## src/rtl/uart_pkg.sv

```systemverilog
// Shared UART definitions: line levels, frame geometry and the tx/rx state encoding.
package uart_pkg;

    typedef enum logic [2:0] {
        IDLE   = 3'd0,
        START  = 3'd1,
        DATA   = 3'd2,
        PARITY = 3'd3,
        STOP   = 3'd4
    } uart_state_e;

    localparam int unsigned FRAME_DATA_BITS = 8;

    localparam logic IDLE_LEVEL  = 1'b1;
    localparam logic START_LEVEL = 1'b0;
    localparam logic STOP_LEVEL  = 1'b1;

endpackage

```

## src/rtl/uart_baud_gen.sv

```systemverilog
// Bit-period timer: counts 0..BIT_CYCLES-1 and pulses tick on the last count.
// clr realigns the count to zero so bit timing starts at byte acceptance.
module uart_baud_gen #(
    parameter int unsigned BIT_CYCLES = 10416
) (
    input  logic clk,
    input  logic rst_n,
    input  logic clr,
    output logic tick
);

    localparam int unsigned CNT_W = (BIT_CYCLES > 1) ? $clog2(BIT_CYCLES) : 1;

    logic [CNT_W-1:0] cnt;

    assign tick = (cnt == CNT_W'(BIT_CYCLES - 1));

    always_ff @(posedge clk or negedge rst_n) begin
        if (!rst_n) begin
            cnt <= '0;
        end else if (clr || tick) begin
            cnt <= '0;
        end else begin
            cnt <= cnt + CNT_W'(1);
        end
    end

endmodule

```

## src/rtl/uart_tx.sv

```systemverilog
// UART transmitter, LSB first, idle-high line; one frame per accepted byte.
// Define UART_TX_PARITY_EN to insert an even-parity bit before the stop bit (8E1).
module uart_tx
    import uart_pkg::*;
#(
    parameter int unsigned CLK_FREQ  = 100_000_000,
    parameter int unsigned BAUD_RATE = 9_600
) (
    input  logic       clk,
    input  logic       rst_n,
    input  logic [7:0] tx_data,
    input  logic       tx_valid,
    output logic       tx_ready,
    output logic       TxD,
    output logic       tx_busy
);

    localparam int unsigned BIT_CYCLES = CLK_FREQ / BAUD_RATE;
    localparam int unsigned IDX_W      = $clog2(FRAME_DATA_BITS);

    uart_state_e                state, state_next;
    logic [FRAME_DATA_BITS-1:0] shift, shift_next;
    logic [IDX_W-1:0]           bit_idx, bit_idx_next;
    logic                       txd_next;
    logic                       handshake;
    logic                       tick;
`ifdef UART_TX_PARITY_EN
    logic                       parity_bit, parity_next;
`endif

    assign tx_ready  = (state == IDLE);
    assign tx_busy   = ~tx_ready;
    assign handshake = tx_valid && tx_ready;

    uart_baud_gen #(
        .BIT_CYCLES (BIT_CYCLES)
    ) u_baud (
        .clk   (clk),
        .rst_n (rst_n),
        .clr   (handshake),
        .tick  (tick)
    );

    // State and datapath registers; TxD lags state by one clock.
    always_ff @(posedge clk or negedge rst_n) begin
        if (!rst_n) begin
            state      <= IDLE;
            shift      <= '0;
            bit_idx    <= '0;
            TxD        <= IDLE_LEVEL;
`ifdef UART_TX_PARITY_EN
            parity_bit <= 1'b0;
`endif
        end else begin
            state      <= state_next;
            shift      <= shift_next;
            bit_idx    <= bit_idx_next;
            TxD        <= txd_next;
`ifdef UART_TX_PARITY_EN
            parity_bit <= parity_next;
`endif
        end
    end

    always_comb begin
        state_next   = state;
        shift_next   = shift;
        bit_idx_next = bit_idx;
        txd_next     = IDLE_LEVEL;
`ifdef UART_TX_PARITY_EN
        parity_next  = parity_bit;
`endif

        case (state)
            IDLE: begin
                txd_next = IDLE_LEVEL;
                if (handshake) begin
                    state_next   = START;
                    shift_next   = tx_data;
                    bit_idx_next = '0;
`ifdef UART_TX_PARITY_EN
                    parity_next  = ^tx_data;
`endif
                end
            end
            START: begin
                txd_next = START_LEVEL;
                if (tick) begin
                    state_next = DATA;
                end
            end
            DATA: begin
                txd_next = shift[0];
                if (tick) begin
                    shift_next = shift >> 1;
                    if (bit_idx == IDX_W'(FRAME_DATA_BITS - 1)) begin
                        bit_idx_next = '0;
`ifdef UART_TX_PARITY_EN
                        state_next   = PARITY;
`else
                        state_next   = STOP;
`endif
                    end else begin
                        bit_idx_next = bit_idx + IDX_W'(1);
                    end
                end
            end
`ifdef UART_TX_PARITY_EN
            PARITY: begin
                txd_next = parity_bit;
                if (tick) begin
                    state_next = STOP;
                end
            end
`endif
            STOP: begin
                txd_next = STOP_LEVEL;
                if (tick) begin
                    state_next = IDLE;
                end
            end
            default: begin
                state_next = IDLE;
                txd_next   = IDLE_LEVEL;
            end
        endcase
    end

endmodule

```

## config.mk

```make
export PLATFORM = sky130hd
export DESIGN_NAME = uart_tx
export DESIGN_NICKNAME = d
export VERILOG_FILES = /design/src/rtl/uart_pkg.sv /design/src/rtl/uart_baud_gen.sv /design/src/rtl/uart_tx.sv
export SDC_FILE = /design/constraint.sdc
export NUM_CORES = 1
export LEC_CHECK = 0
export CAP_MARGIN = 40
export CORE_UTILIZATION = 55
export DETAILED_ROUTE_END_ITERATION = 8
export GPL_ROUTABILITY_DRIVEN = 0
export PLACE_DENSITY = 0.77
export SLEW_MARGIN = 20
export SYNTH_ARGS = -nofsm -noshare
export SYNTH_HDL_FRONTEND = slang
export SYNTH_SLANG_ARGS = --single-unit
```

## constraint.sdc

```tcl
create_clock -name clk -period 2.7 [get_ports clk]
set_input_delay 0.405 -clock clk [delete_from_list [all_inputs] [get_ports clk]]
set_output_delay 0.405 -clock clk [all_outputs]
set_load 0.02 [all_outputs]
```

==> out/qor.txt <==
Ys async rst share - 100.0%
CTS resizes - 0
Relative slew slack - 67.98%
Leak - 0.0006729 µW
RR Endpoint - shift[6]$_DFFE_PN0P_
Clk sinks - 29
Mapped Area - 1388 µm²
DR DRC count - 0
Syn Nets - 145
# setup viols final - 0
Share of the synthesized area in the top cell type - 50.50%
Nets - 164
Critical Path Source Type - flip-flop
Layout Skew - 4.713 ps
CTS tree - yes
Dpl cell area - 1551 µm²
Gr usage total - 23.94%
Worst Path Arrival - 1920 ps
Tightest Pin Transition - 476.6 ps
Synth Area in Compound Gates - 16.14%
Antenna-violating nets left - 0
Reg2reg start - u_baud.cnt[9]$_DFF_PN0_
Grt total ovfl - 0
Worst Setup SP - state[0]$_DFFE_PN0P_
PD cells - 639.7 nW/µm²
Fillers - 177
I/O pins - 14
Mux cell area share after synthesis - 0%
Non-Filler Cell Area, Final - 1607 µm²
Placeable Area - 2297 µm²
Layout Cells excl Fill - 178
Total Wirelength - 2.594 mm
Row count - 17
Post-synthesis simple-gate area fraction - 18.49%
Post-synth top flop - dfrtp_1
Post-CTS setup buffers - 0
Initial antenna violation count - 0
WL per Instance - 14.57 µm
Drt first pass iters - 4
Worst setup EP type - output port
Routed vias - 1,059
Final Core Density - 69.93%
R2r worst-path depth - 4
Hold_buf cts - 0
Clk buf depth - 2
Worst hold slack - 461.1 ps
Via-to-Cell Ratio - 5.949
P&R area growth vs syn - 15.78%
First-pass GRT wire length - 4.567 mm
Largest net degree at the start of global routing - 30
Slew Viols, Final - 0
Post-synthesis adder-cell area fraction - 2.705%
Layout cell share with drive strength beyond 1 - 11.33%
Area of the die - 2728 µm²
CP cell instances - nor3_1 -> clkdlybuf4s50_1
Post-synthesis cell count - 131
CP Max Fanout - 7
Seq/Total Area, Yosys - 52.39%
Worst Setup EP - tx_ready
Drt initial violations - 26
Largest family of logic cells by synthesized area - simple AND/OR/NAND/NOR gates
# Max-Cap Violations - 0
Flop2flop setup slack - 410 ps
Yosys cell types - 36
Cell taking the most area after synthesis - dfrtp_1
WP data required - 2300 ps
Synth area leaders - dfrtp_1, xnor2_1, nor2_1
Worst-skew pair later-pin latency - 320 ps
CP max stage delay - 700 ps
Crit-path slowest cell - clkdlybuf4s50_1
Number of synthesized flops with an enable pin - 0
Inst Count DP - 171
Worst-path clk slew - 80 ps
Critical Path Stages - 2
FMAX - 0.4300 GHz
Tmin final - 2326 ps
N_diodes - 0
Max VDD drop - 0.4796 mV
Initial Util - 60.40%
HPWL Detailed - 1.886 mm
Setup CP Type - flip-flop to output port
Fin crit share - 86.14%
Die Span Y - 52.23 µm
Vias in the first global route - 1,034
Buffers & Inverters on Critical Path - 1
H-tree depth - 2
Avg Inst Size Synth - 10.59 µm²
Xor/xnor share of the synthesized area - 6.943%
Min-Delay Path Class - input port to async pin
IO buf count - 13
Status - complete, no violations
Final Hold Fails - 0
Post-synthesis register bit count - 29
TritonCTS Buffers - 5
Root buffer cell - clkbuf_4
Final setup TNS - 0 ps
CP delay by family, top - buffers and inverters
Die width - 52.23 µm
Warnings, synthesis - 0
RSZ-0062 raised after global routing - false
-- worst register-to-register path: stages, from the launching register on --
cell     delay, ps
dfrtp_1        430
or4_1          570
or4_4          640
o21ai_2        340
o221a_2        260
-- cell type report --
class / count / area (µm²) / share of cell area, %
Timing Repair Buffer: 16 / 152.6 / 9.502
Multi-Input combinational cell: 92 / 614.3 / 38.24
Clock buffer: 7 / 55.05 / 3.427
Tap cell: 28 / 35.03 / 2.181
Inverter: 6 / 22.52 / 1.402
Sequential cell: 29 / 726.9 / 45.25
-- cells in the mapped netlist, types with 3 or more instances --
library cell and n:
a21oi_1 3, dfrtp_1 28, ha_1 3, inv_1 6
nand2_1 7, nand3_1 5, nand4_1 3, nor2_1 17
nor3_1 6, o21a_1 6, o32a_1 6, xnor2_1 9
-- metrics by stage --
stage	power [µW]	setup slack, ps
2_1_floorplan	704.0	537.3
3_3_place_gp	758.9	481.5
3_5_place_dp	771.6	446.6
4_1_cts	1030	394.6
5_1_grt	1097	247.6
6_report	1028	374.1
-- report_power, final --
part / internal [µW] / switching (µW) / leakage (µW) / total [µW]
combinational: 94.1 / 96.1 / 0.000278 / 190
clock: 123 / 138 / 0.0000314 / 261
sequential: 503 / 73.4 / 0.000363 / 577
-- metal layers --
metal,vias to the layer above,track usage [%],wire length [µm]
met3,8,6.377,116
met1,509,30.33,1244
met2,26,38.03,1179
met4,0,11.40,55
li1,516,-,-
met5,-,0,0
-- cells in the final DEF (no fill, tap or decap), types with 2 or more instances in the layout --
master            n
a31o_2            2
ha_1              3
a21o_1            2
o21a_1            6
nor4_1            2
xor2_1            2
nand3_1           5
nand4_1           3
o211ai_1          2
nor2_1           17
o21ai_0           2
dfrtp_1          28
xnor2_1           9
nor3_1            6
o32a_1            6
and3_1            2
clkdlybuf4s50_1  13
buf_4             3
nand2_1           7
inv_1             6
clkbuf_4          5
a21oi_1           3
-- sequential cells by signal, indices dropped and copies added (netlist names) --
name        count
u_baud.cnt     14
shift           8
bit_idx         3
state           3
TxD             1
-- kinds of logic (layout without fill, tap and decap cells) --
kind of cell | after synthesis | after routing
buf+inv | 10 | 29
simple gates | 50 | 50
compound gates | 28 | 28
fa+ha+maj | 3 | 3
xor+xnor | 11 | 11
flops | 29 | 29
-- worst min path at each step --
stage,startpoint,endpoint,slack [ps],cells past startpoint
5_1_grt,rst_n,u_baud.cnt[4]$_DFF_PN0_,500,2
2_1_floorplan,rst_n,bit_idx[0]$_DFFE_PN0P_,110,0
6_report,rst_n,state[0]$_DFFE_PN0P_,460,2
3_3_place_gp,u_baud.cnt[0]$_DFF_PN0_,u_baud.cnt[0]$_DFF_PN0_,460,1
4_1_cts,rst_n,u_baud.cnt[9]$_DFF_PN0_,480,2
3_5_place_dp,u_baud.cnt[0]$_DFF_PN0_,u_baud.cnt[0]$_DFF_PN0_,480,1
Note: power is estimated with default switching activity, not from simulation.
